$ cat config.mk
export PLATFORM = sky130hd
export DESIGN_NAME = fetch_decode_queue_flat
export DESIGN_NICKNAME = d
export VERILOG_FILES = /design/src/rtl/fetch_decode_queue_pkg.sv /design/src/rtl/fdq_if.sv /design/src/rtl/fdq_ptr.sv /design/src/rtl/fetch_decode_queue.sv /design/src/flat_wrapper.sv
export SDC_FILE = /design/constraint.sdc
export NUM_CORES = 1
export LEC_CHECK = 0
export ABC_AREA = 1
export ABC_CLOCK_PERIOD_IN_PS = 7530
export CAP_MARGIN = 10
export CELL_PAD_IN_SITES_DETAIL_PLACEMENT = 0
export CELL_PAD_IN_SITES_GLOBAL_PLACEMENT = 1
export CORE_UTILIZATION = 45
export DETAILED_ROUTE_END_ITERATION = 12
export HOLD_SLACK_MARGIN = 0.06
export PLACE_DENSITY_LB_ADDON = 0.08
export SYNTH_ARGS = -nofsm -noshare
export SYNTH_HDL_FRONTEND = slang
export SYNTH_SLANG_ARGS = --single-unit
$ cat constraint.sdc
create_clock -name clk -period 7.53 [get_ports clk]
set_input_delay 0.753 -clock clk [delete_from_list [all_inputs] [get_ports clk]]
set_output_delay 0.753 -clock clk [all_outputs]
set_load 0.05 [all_outputs]
$ cat src/rtl/fetch_decode_queue_pkg.sv
// fetch_decode_queue_pkg: shared types and sizing for the fetch-to-decode instruction queue.
// Ports: none (package). Exports fdq_entry_t, default sizes and the misalignment helper.
package fetch_decode_queue_pkg;
    localparam int FDQ_XLEN  = 32;
    localparam int FDQ_DEPTH = 4;
    localparam int FDQ_PTR_W = $clog2(FDQ_DEPTH);

    typedef struct packed {
        logic [FDQ_XLEN-1:0] pc;
        logic [FDQ_XLEN-1:0] instr;
        logic                misalign;
    } fdq_entry_t;

    function automatic logic is_misaligned(input logic [1:0] lo);
        return lo != 2'b00;
    endfunction
endpackage

$ cat src/rtl/fdq_if.sv
// fdq_if: fetch-side and decode-side handshake bundle of the fetch decode queue.
// Ports: fetch pair (f_valid, f_pc, f_instr) with f_stall backpressure, flush redirect,
//        decode head (d_valid, d_pc, d_instr, d_misalign) with d_ready, occupancy count.
//        master = fetch/decode environment, slave = the queue.
interface fdq_if #(
    parameter int XLEN  = 32,
    parameter int DEPTH = 4
);
    logic                       f_valid;
    logic [XLEN-1:0]            f_pc;
    logic [XLEN-1:0]            f_instr;
    logic                       f_stall;
    logic                       flush;
    logic                       d_valid;
    logic [XLEN-1:0]            d_pc;
    logic [XLEN-1:0]            d_instr;
    logic                       d_misalign;
    logic                       d_ready;
    logic [$clog2(DEPTH+1)-1:0] count;

    modport master (
        output f_valid, f_pc, f_instr, flush, d_ready,
        input  f_stall, d_valid, d_pc, d_instr, d_misalign, count
    );

    modport slave (
        input  f_valid, f_pc, f_instr, flush, d_ready,
        output f_stall, d_valid, d_pc, d_instr, d_misalign, count
    );
endinterface

$ cat src/rtl/fdq_ptr.sv
// fdq_ptr: wrapping queue pointer for arbitrary (non power-of-two) depths.
// Ports: clk, reset (sync, active-high), inc advances, clr returns to 0, ptr current value.
module fdq_ptr #(
    parameter int DEPTH = 4
) (
    input  logic                     clk,
    input  logic                     reset,
    input  logic                     inc,
    input  logic                     clr,
    output logic [$clog2(DEPTH)-1:0] ptr
);
    localparam int W = $clog2(DEPTH);

    // Explicit compare against the last slot so any depth wraps correctly.
    always_ff @(posedge clk) begin
        if (reset || clr)
            ptr <= '0;
        else if (inc)
            ptr <= (ptr == W'(DEPTH - 1)) ? '0 : ptr + W'(1);
    end
endmodule

$ cat src/rtl/fetch_decode_queue.sv
// fetch_decode_queue: FIFO of fetched {pc, instr} pairs ahead of decode, flushed on redirect.
// Ports: clk, reset (sync, active-high), bus (fdq_if.slave): fetch pair in with f_stall
//        backpressure, flush, head entry out to decode with d_ready, registered count.
//        XLEN must match the package entry width.
module fetch_decode_queue
    import fetch_decode_queue_pkg::*;
#(
    parameter int DEPTH = FDQ_DEPTH,
    parameter int XLEN  = FDQ_XLEN
) (
    input  logic  clk,
    input  logic  reset,
    fdq_if.slave  bus
);
    localparam int PW = $clog2(DEPTH);
    localparam int CW = $clog2(DEPTH + 1);

    logic [CW-1:0]   count;
    logic [PW-1:0]   head;
    logic [PW-1:0]   tail;
    logic            full;
    logic            push;
    logic            pop;
    fdq_entry_t      mem [DEPTH];
    fdq_entry_t      head_e;
    logic [XLEN-1:0] head_pc;
    logic [XLEN-1:0] head_instr;

    // Stall depends only on registered occupancy: a full queue never accepts in the
    // same cycle it pops, which keeps d_ready off the fetch timing path.
    assign full    = count == CW'(DEPTH);
    assign push    = bus.f_valid && !full && !bus.flush;
    assign pop     = bus.d_valid && bus.d_ready;

    assign bus.f_stall = full;
    assign bus.d_valid = (count != '0) && !bus.flush;
    assign bus.count   = count;

    assign head_e     = mem[head];
    assign head_pc    = bus.d_valid ? head_e.pc : '0;
    assign head_instr = bus.d_valid ? head_e.instr : '0;

    assign bus.d_pc       = head_pc;
    assign bus.d_instr    = head_instr;
    assign bus.d_misalign = bus.d_valid && head_e.misalign;

    fdq_ptr #(.DEPTH(DEPTH)) u_head (
        .clk   (clk),
        .reset (reset),
        .inc   (pop),
        .clr   (bus.flush),
        .ptr   (head)
    );

    fdq_ptr #(.DEPTH(DEPTH)) u_tail (
        .clk   (clk),
        .reset (reset),
        .inc   (push),
        .clr   (bus.flush),
        .ptr   (tail)
    );

    // Storage is deliberately not reset; count/pointers alone define validity.
    always_ff @(posedge clk) begin
        if (push)
            mem[tail] <= '{pc: bus.f_pc, instr: bus.f_instr, misalign: is_misaligned(bus.f_pc[1:0])};
    end

    always_ff @(posedge clk) begin
        if (reset || bus.flush)
            count <= '0;
        else
            count <= count + CW'(push) - CW'(pop);
    end
endmodule

$ cat src/flat_wrapper.sv
// flat-port wrapper written by rule: the top's interface ports become plain ports
module fetch_decode_queue_flat import fetch_decode_queue_pkg::*;
#(
    parameter int DEPTH = FDQ_DEPTH,
    parameter int XLEN  = FDQ_XLEN
)
  (clk, reset, bus_f_valid, bus_f_pc, bus_f_instr, bus_flush, bus_d_ready, bus_f_stall, bus_d_valid, bus_d_pc, bus_d_instr, bus_d_misalign, bus_count);
  fdq_if #(.XLEN(XLEN), .DEPTH(DEPTH)) bus_i ();
  input  logic clk;
  input  logic reset;
  input wire logic [$bits(bus_i.f_valid)-1:0] bus_f_valid;
  input wire logic [$bits(bus_i.f_pc)-1:0] bus_f_pc;
  input wire logic [$bits(bus_i.f_instr)-1:0] bus_f_instr;
  input wire logic [$bits(bus_i.flush)-1:0] bus_flush;
  input wire logic [$bits(bus_i.d_ready)-1:0] bus_d_ready;
  output wire logic [$bits(bus_i.f_stall)-1:0] bus_f_stall;
  output wire logic [$bits(bus_i.d_valid)-1:0] bus_d_valid;
  output wire logic [$bits(bus_i.d_pc)-1:0] bus_d_pc;
  output wire logic [$bits(bus_i.d_instr)-1:0] bus_d_instr;
  output wire logic [$bits(bus_i.d_misalign)-1:0] bus_d_misalign;
  output wire logic [$bits(bus_i.count)-1:0] bus_count;
  assign bus_i.f_valid = bus_f_valid;
  assign bus_i.f_pc = bus_f_pc;
  assign bus_i.f_instr = bus_f_instr;
  assign bus_i.flush = bus_flush;
  assign bus_i.d_ready = bus_d_ready;
  assign bus_f_stall = bus_i.f_stall;
  assign bus_d_valid = bus_i.d_valid;
  assign bus_d_pc = bus_i.d_pc;
  assign bus_d_instr = bus_i.d_instr;
  assign bus_d_misalign = bus_i.d_misalign;
  assign bus_count = bus_i.count;
  fetch_decode_queue #(.DEPTH(DEPTH), .XLEN(XLEN)) u_core (.clk(clk), .reset(reset), .bus(bus_i));
endmodule
==> metrics.cfg, run 1 <==
[status]
status = complete, no violations

[cts]
clockBufferDepth = 3
cts_hold_buf = 0
clk_pin_slew_ns = 0.06
clock_sinks = 269
clk_latency_ns = 0.52
htreeDepth = 1
cts_tree = done
ctsResizeCount = 0
numCtsBuffers = 28
post_cts_buffers = 0
root_buffer = clkbuf_16

[sta]
fin_crit_sh = 0.5821
worst_pin_slew_ns = 1.108
hold_viol = 0
setup_viol = 0
fmax_ghz = 0.2281
rsz0062_at_grt = false
relSlewSlack = 0.2593
min_period_ns = 4.383
fin_worst_skew_ns = 0.01288
slew_violations = 0
tns_ns = 0

[cells_and_area]
mostFrequentLayoutCell = nor2_1
syn2layout_area_growth_pct = 23.64
fin_util = 0.5720
final_cells = 1303
n_antenna_cell = 0
drive_above_1_share = 0.06263
mostFrequentLayoutCells = 275 x nor2_1, 260 x edfxtp_1, 138 x clkdlybuf4s50_1
nNetsFinal = 1044

[setup_path]
arrival_ns = 3.63
worst_path_max_delay_cell = clkdlybuf4s50_1
crit_path_start_kind = register
critical_path.cell_chain = inv_4 -> buf_4 -> o21ai_0 -> a21oi_1 -> clkdlybuf4s50_1
crit_type = reg2out
end_kind = output pin
critPathRequiredTime_ns = 6.78
cp_num_buf_inv = 3
max_stage_delay_ns = 0.88
worstPathMaxFanout = 69
crit_family = buffers and inverters

[floorplan]
fp.dieH_um = 155.3
rows = 55
die_area_sq_um = 24100
pin_count = 139
core_area_sq_um = 22850
initial_utilization = 0.4626
die_w_um = 155.3

[synthesis]
synth_top_area_share = 0.7387
synth_nets = 917
avgSynthCellArea_sq_um = 12.57
syn_area_sq_um = 10570
synthTopCellsByArea = edfxtp_1 74%, nor2_1 9.9%, o21ai_1 4.1%
synth-seq-area-share = 0.7558
yosysUniqueCellTypes = 19
synth_top_cell_by_area = edfxtp_1
synth_warnings = 0
synth-seq-cells = 269
synth_cells = 841

[drt]
antenna_left = 0
drc = 0
drt_iter0_markers = 418
drtPass1Iterations = 4
vias = 6646
routed_wl_um = 23200
drt-wirelength-per-cell_um = 17.81
post_drt_via_cell_ratio = 5.101

[place]
gp_congestion = 0.7296
portBuffers = 138
hpwl_um = 12300
dp_cells = 1251

[worst_hold_path]
hold_class = reg2reg

[global_route]
grt_overflow_total = 0
grt_start_max_net_pins = 93
antenna_found_initial = 1
grt_pass1_vias = 6639
grt_pass1_wl_um = 35650
grt_util_all_layers = 0.1939

[power]
ir_drop_mv = 0.2166
totalPowerFinal_mw = 3.202
p_leak_nw = 4.424
powerDensity_nw_per_um2 = 245.0

[job]
drv_cap = 0

kinds of logic after synthesis:
logic type / Yosys count / share of synthesized area
buffers and inverters: 69 / 0.03469
and+or+nand+nor: 297 / 0.1060
DFF: 269 / 0.7558
adders and majority gates: 7 / 0.008997
xor gates and xnor gates: 1 / 0.0008288
AOI/OAI and AO/OA: 198 / 0.09376
Yosys cell counts, drive strengths merged:
library cell  count
nor2            279
edfxtp          260
o21ai           131
a21oi            67
buf              34
inv              19
clkbuf           16
nand2            15
dfxtp             9
ha                6
nand3             2
fa                1
or2               1
xnor2             1
final timing paths:
kind,startpoint,end,slack [ns],cells after the start
worst max-delay path,register,bus_d_pc[31],3.15,5
worst min register to register,u_core.u_head.ptr[1]$_SDFFE_PP0P_,register,0.60,4
worst min-delay path,u_core.u_head.ptr[1]$_SDFFE_PP0P_,register,0.60,4
worst max register to register,u_core.bus.count[1]$_SDFF_PP0_,u_core.mem[2][25]$_DFFE_PP_,4.55,5
through the flow:
step	area [sq um]	setup slack, ns	hold slack (ns)
detailed placement	12150	3.447	0.5657
CTS	13070	3.080	0.5722
floorplan	10570	3.219	0.5164
global route	13070	2.945	0.6521
global placement	12150	3.483	0.5287
finish	13070	3.147	0.6013
tightest hold or removal path: stages, from the launching register on:
cell and delay [ns]:
dfxtp_1 0.32, inv_1 0.06, nand2_1 0.04, nand2_1 0.09, nor2_1 0.04
area by class of cell:
class,instances,area [sq um]
Fill cell,1871,9779
Sequential cell,269,7993
Tap cell,313,391.6
Clock inverter,21,180.2
Clock buffer,31,733.2
Multi-Input combinational cell,503,2247
Timing Repair Buffer,147,1449
Inverter,19,73.82
power breakdown:
| part | switching [mW] | internal [mW] |
|---|---|---|
| logic | 0.115 | 0.0674 |
| clock network | 0.537 | 0.802 |
| registers | 0.00784 | 1.67 |
| total | 0.660 | 2.54 |
flip-flops by register name (all words and copies together), names as in the netlist, named ones only:
name and flops:
u_core.bus.count 3, u_core.mem 260, u_core.u_head.ptr 2, u_core.u_tail.ptr 2
routing by layer:
| layer | global-route usage | vias up | share of wire |
|---|---|---|---|
| li1 | - | 3213 | - |
| met1 | 0.2484 | 3213 | 0.42 |
| met2 | 0.3415 | 179 | 0.50 |
| met3 | 0.03621 | 39 | 0.061 |
| met4 | 0.04622 | 2 | 0.016 |
| met5 | 0 | - | 0.00056 |
Power figures use the tool's default switching activity.
==> run 2, diff against run 1 <==
--- a/config.mk
+++ b/config.mk
@@ -6,11 +6,11 @@
 export NUM_CORES = 1
 export LEC_CHECK = 0
 export ABC_AREA = 1
-export ABC_CLOCK_PERIOD_IN_PS = 7530
+export ABC_CLOCK_PERIOD_IN_PS = 3750
 export CAP_MARGIN = 10
 export CELL_PAD_IN_SITES_DETAIL_PLACEMENT = 0
 export CELL_PAD_IN_SITES_GLOBAL_PLACEMENT = 1
-export CORE_UTILIZATION = 45
+export CORE_UTILIZATION = 40
 export DETAILED_ROUTE_END_ITERATION = 12
 export HOLD_SLACK_MARGIN = 0.06
 export PLACE_DENSITY_LB_ADDON = 0.08
==> constraint.sdc (replaced) <==
create_clock -name clk -period 3.75 [get_ports clk]
set_input_delay 0.375 -clock clk [delete_from_list [all_inputs] [get_ports clk]]
set_output_delay 0.375 -clock clk [all_outputs]
set_load 0.05 [all_outputs]
==> metrics.cfg, run 2 (synthesized netlist as in run 1, its figures left out) <==
[cts]
cts_hold_buf = 0  ; unchanged
root_buffer = clkbuf_16
htreeDepth = 1  ; unchanged
clk_latency_ns = 0.53  ; about the same
clk_pin_slew_ns = 0.06  ; about the same
post_cts_buffers = 0  ; unchanged
clock_sinks = 269  ; unchanged
numCtsBuffers = 29  ; +3.6%
cts_tree = done
clockBufferDepth = 3  ; unchanged
ctsResizeCount = 0  ; unchanged

[drt]
post_drt_via_cell_ratio = 4.865  ; -4.6%
vias = 6499  ; -2.2%
routed_wl_um = 22960  ; -1.1%
drc = 0  ; unchanged
drtPass1Iterations = 4  ; unchanged
antenna_left = 0  ; unchanged
drt_iter0_markers = 372  ; -11%
drt-wirelength-per-cell_um = 17.18  ; -3.5%

[power]
p_leak_nw = 4.488  ; +1.4%
powerDensity_nw_per_um2 = 481.9  ; +97%
ir_drop_mv = 0.2865  ; +32%

[global_route]
antenna_found_initial = 1  ; unchanged
grt_start_max_net_pins = 88  ; -5.4%
grt_pass1_vias = 6448  ; -2.9%
grtUsageMet1 = 0.2210  ; -0.02746
use_met2 = 0.3000  ; -0.04145
grt_util_all_layers = 0.1736  ; -0.02030
grt_pass1_wl_um = 35510  ; -0.39%
use_met3 = 0.03616  ; -0.00004897
grt_overflow_total = 0  ; unchanged
busiest_layer = met2

[setup_path]
arrival_ns = 3.04  ; -0.59 ns
worstPathMaxFanout = 87  ; +26%
cpMostUsedCell = nor2_1
max_stage_delay_ns = 0.85  ; -0.03 ns
crit_path_start_kind = register
crit_type = reg2out
critical_path.cell_chain = buf_12 -> nor2_1 -> nor2_1 -> o21ai_1 -> a21oi_1 -> clkdlybuf4s50_1
critPathRequiredTime_ns = 3.38  ; -3.40 ns
end_kind = output pin
worst_path_max_delay_cell = clkdlybuf4s50_1

[sta]
fin_crit_sh = 0.9098
hold_viol = 0  ; unchanged
fin_worst_skew_ns = 0.007213  ; -0.005670 ns
fmax_ghz = 0.2931
relSlewSlack = 0.3954  ; +0.1362
setup_viol = 0  ; unchanged
rsz0062_at_grt = false
slew_violations = 0  ; unchanged
min_period_ns = 3.412
worst_pin_slew_ns = 0.9069  ; -0.2016 ns
tns_ns = 0  ; unchanged

[cells_and_area]
n_fill_cell = 2275  ; +22%
drive_above_1_share = 0.07200  ; +0.009374
mostFrequentLayoutCell = nor2_1
largest_register_ffs = 260  ; unchanged
mostFrequentLayoutCells = 275 x nor2_1, 260 x edfxtp_1, 130 x clkdlybuf4s50_1
nNetsFinal = 1054  ; +0.96%
top_regs = u_core.mem: 260 flops, u_core.bus.count: 3 flops
final_cells = 1336  ; +2.5%
largest-register = u_core.mem
syn2layout_area_growth_pct = 25.18

[floorplan]
die_area_sq_um = 27080  ; +12%
pin_count = 139  ; unchanged
core_area_sq_um = 25980  ; +14%
fp.dieH_um = 164.6  ; +6.0%
initial_utilization = 0.4067  ; -0.05586
rows = 59  ; +7.3%
die_w_um = 164.6  ; +6.0%

[place]
gp_congestion = 0.6889  ; -5.6%
hpwl_um = 12600  ; +2.4%
dp_cells = 1282  ; +2.5%
portBuffers = 138  ; unchanged

[job]
drv_cap = 0  ; unchanged

[worst_hold_path]
hold_class = in2reg

[status]
status = complete, no violations

==> run 2: path summary, 6_finish.rpt <==
path	startpoint	to	slack, ns	depth (start not counted)
setup / recovery	register	bus_d_instr[8]	0.34	6
hold / removal	bus_f_instr[9]	u_core.mem[1][10]$_DFFE_PP_	0.48	1
setup reg to reg	u_core.bus.count[1]$_SDFF_PP0_	u_core.mem[1][43]$_DFFE_PP_	1.54	5
hold reg to reg	u_core.u_head.ptr[1]$_SDFFE_PP0P_	u_core.u_head.ptr[1]$_SDFFE_PP0P_	0.55	4
==> run 2: worst max-delay path, delay by kind of cell (launching register included) <==
family | cells | cell delay [ns]
buffers and inverters | 2 | 1.22
flip-flops | 1 | 0.69
AO/OA/AOI/OAI | 2 | 0.27
AND/OR/NAND/NOR | 2 | 0.18
==> run 2: through the flow <==
| stage | setup slack, ns | instance area, sq um | power, mW | hold WS (ns) | utilization |
|---|---|---|---|---|---|
| 2_1_floorplan | -0.5613 | 10570 | 3.629 | 0.4739 | - |
| 3_3_place_gp | 0.8733 | 12340 | 3.814 | 0.5454 | 0.4751 |
| 3_5_place_dp | 0.8723 | 12340 | 3.815 | 0.5404 | 0.4751 |
| 4_1_cts | 0.2755 | 13230 | 6.444 | 0.4444 | 0.5091 |
| 5_1_grt | 0.1073 | 13230 | 6.604 | 0.4651 | 0.5091 |
| 6_report | 0.3381 | 13230 | 6.376 | 0.4754 | 0.5091 |
==> run 2: area by class of cell <==
| type | instances | area, sq um | area share |
|---|---|---|---|
| inverters | 19 | 73.82 | 0.005580 |
| diodes | 1 | 2.502 | 0.0001891 |
| well taps | 335 | 419.2 | 0.03168 |
| clock inverters | 16 | 127.6 | 0.009646 |
| clock buffers | 37 | 755.7 | 0.05712 |
| multi-input cells | 503 | 2247 | 0.1699 |
| flip-flops and latches | 269 | 7995 | 0.6043 |
| repair buffers | 156 | 1609 | 0.1216 |
==> run 2: layer usage <==
layer	part of all wire	vias to the layer above	wire length [um]
li1	-	3239	-
met1	0.44	3081	10170
met2	0.48	153	11090
met3	0.058	26	1321
met4	0.016	0	375
met5	0	-	0
==> run 2: report_power, final <==
part | leakage [nW] | switching (mW) | total (mW) | internal (mW)
combinational | 1.63 | 0.233 | 0.374 | 0.141
clock | 0.421 | 1.08 | 2.63 | 1.55
sequential | 2.44 | 0.0148 | 3.37 | 3.36
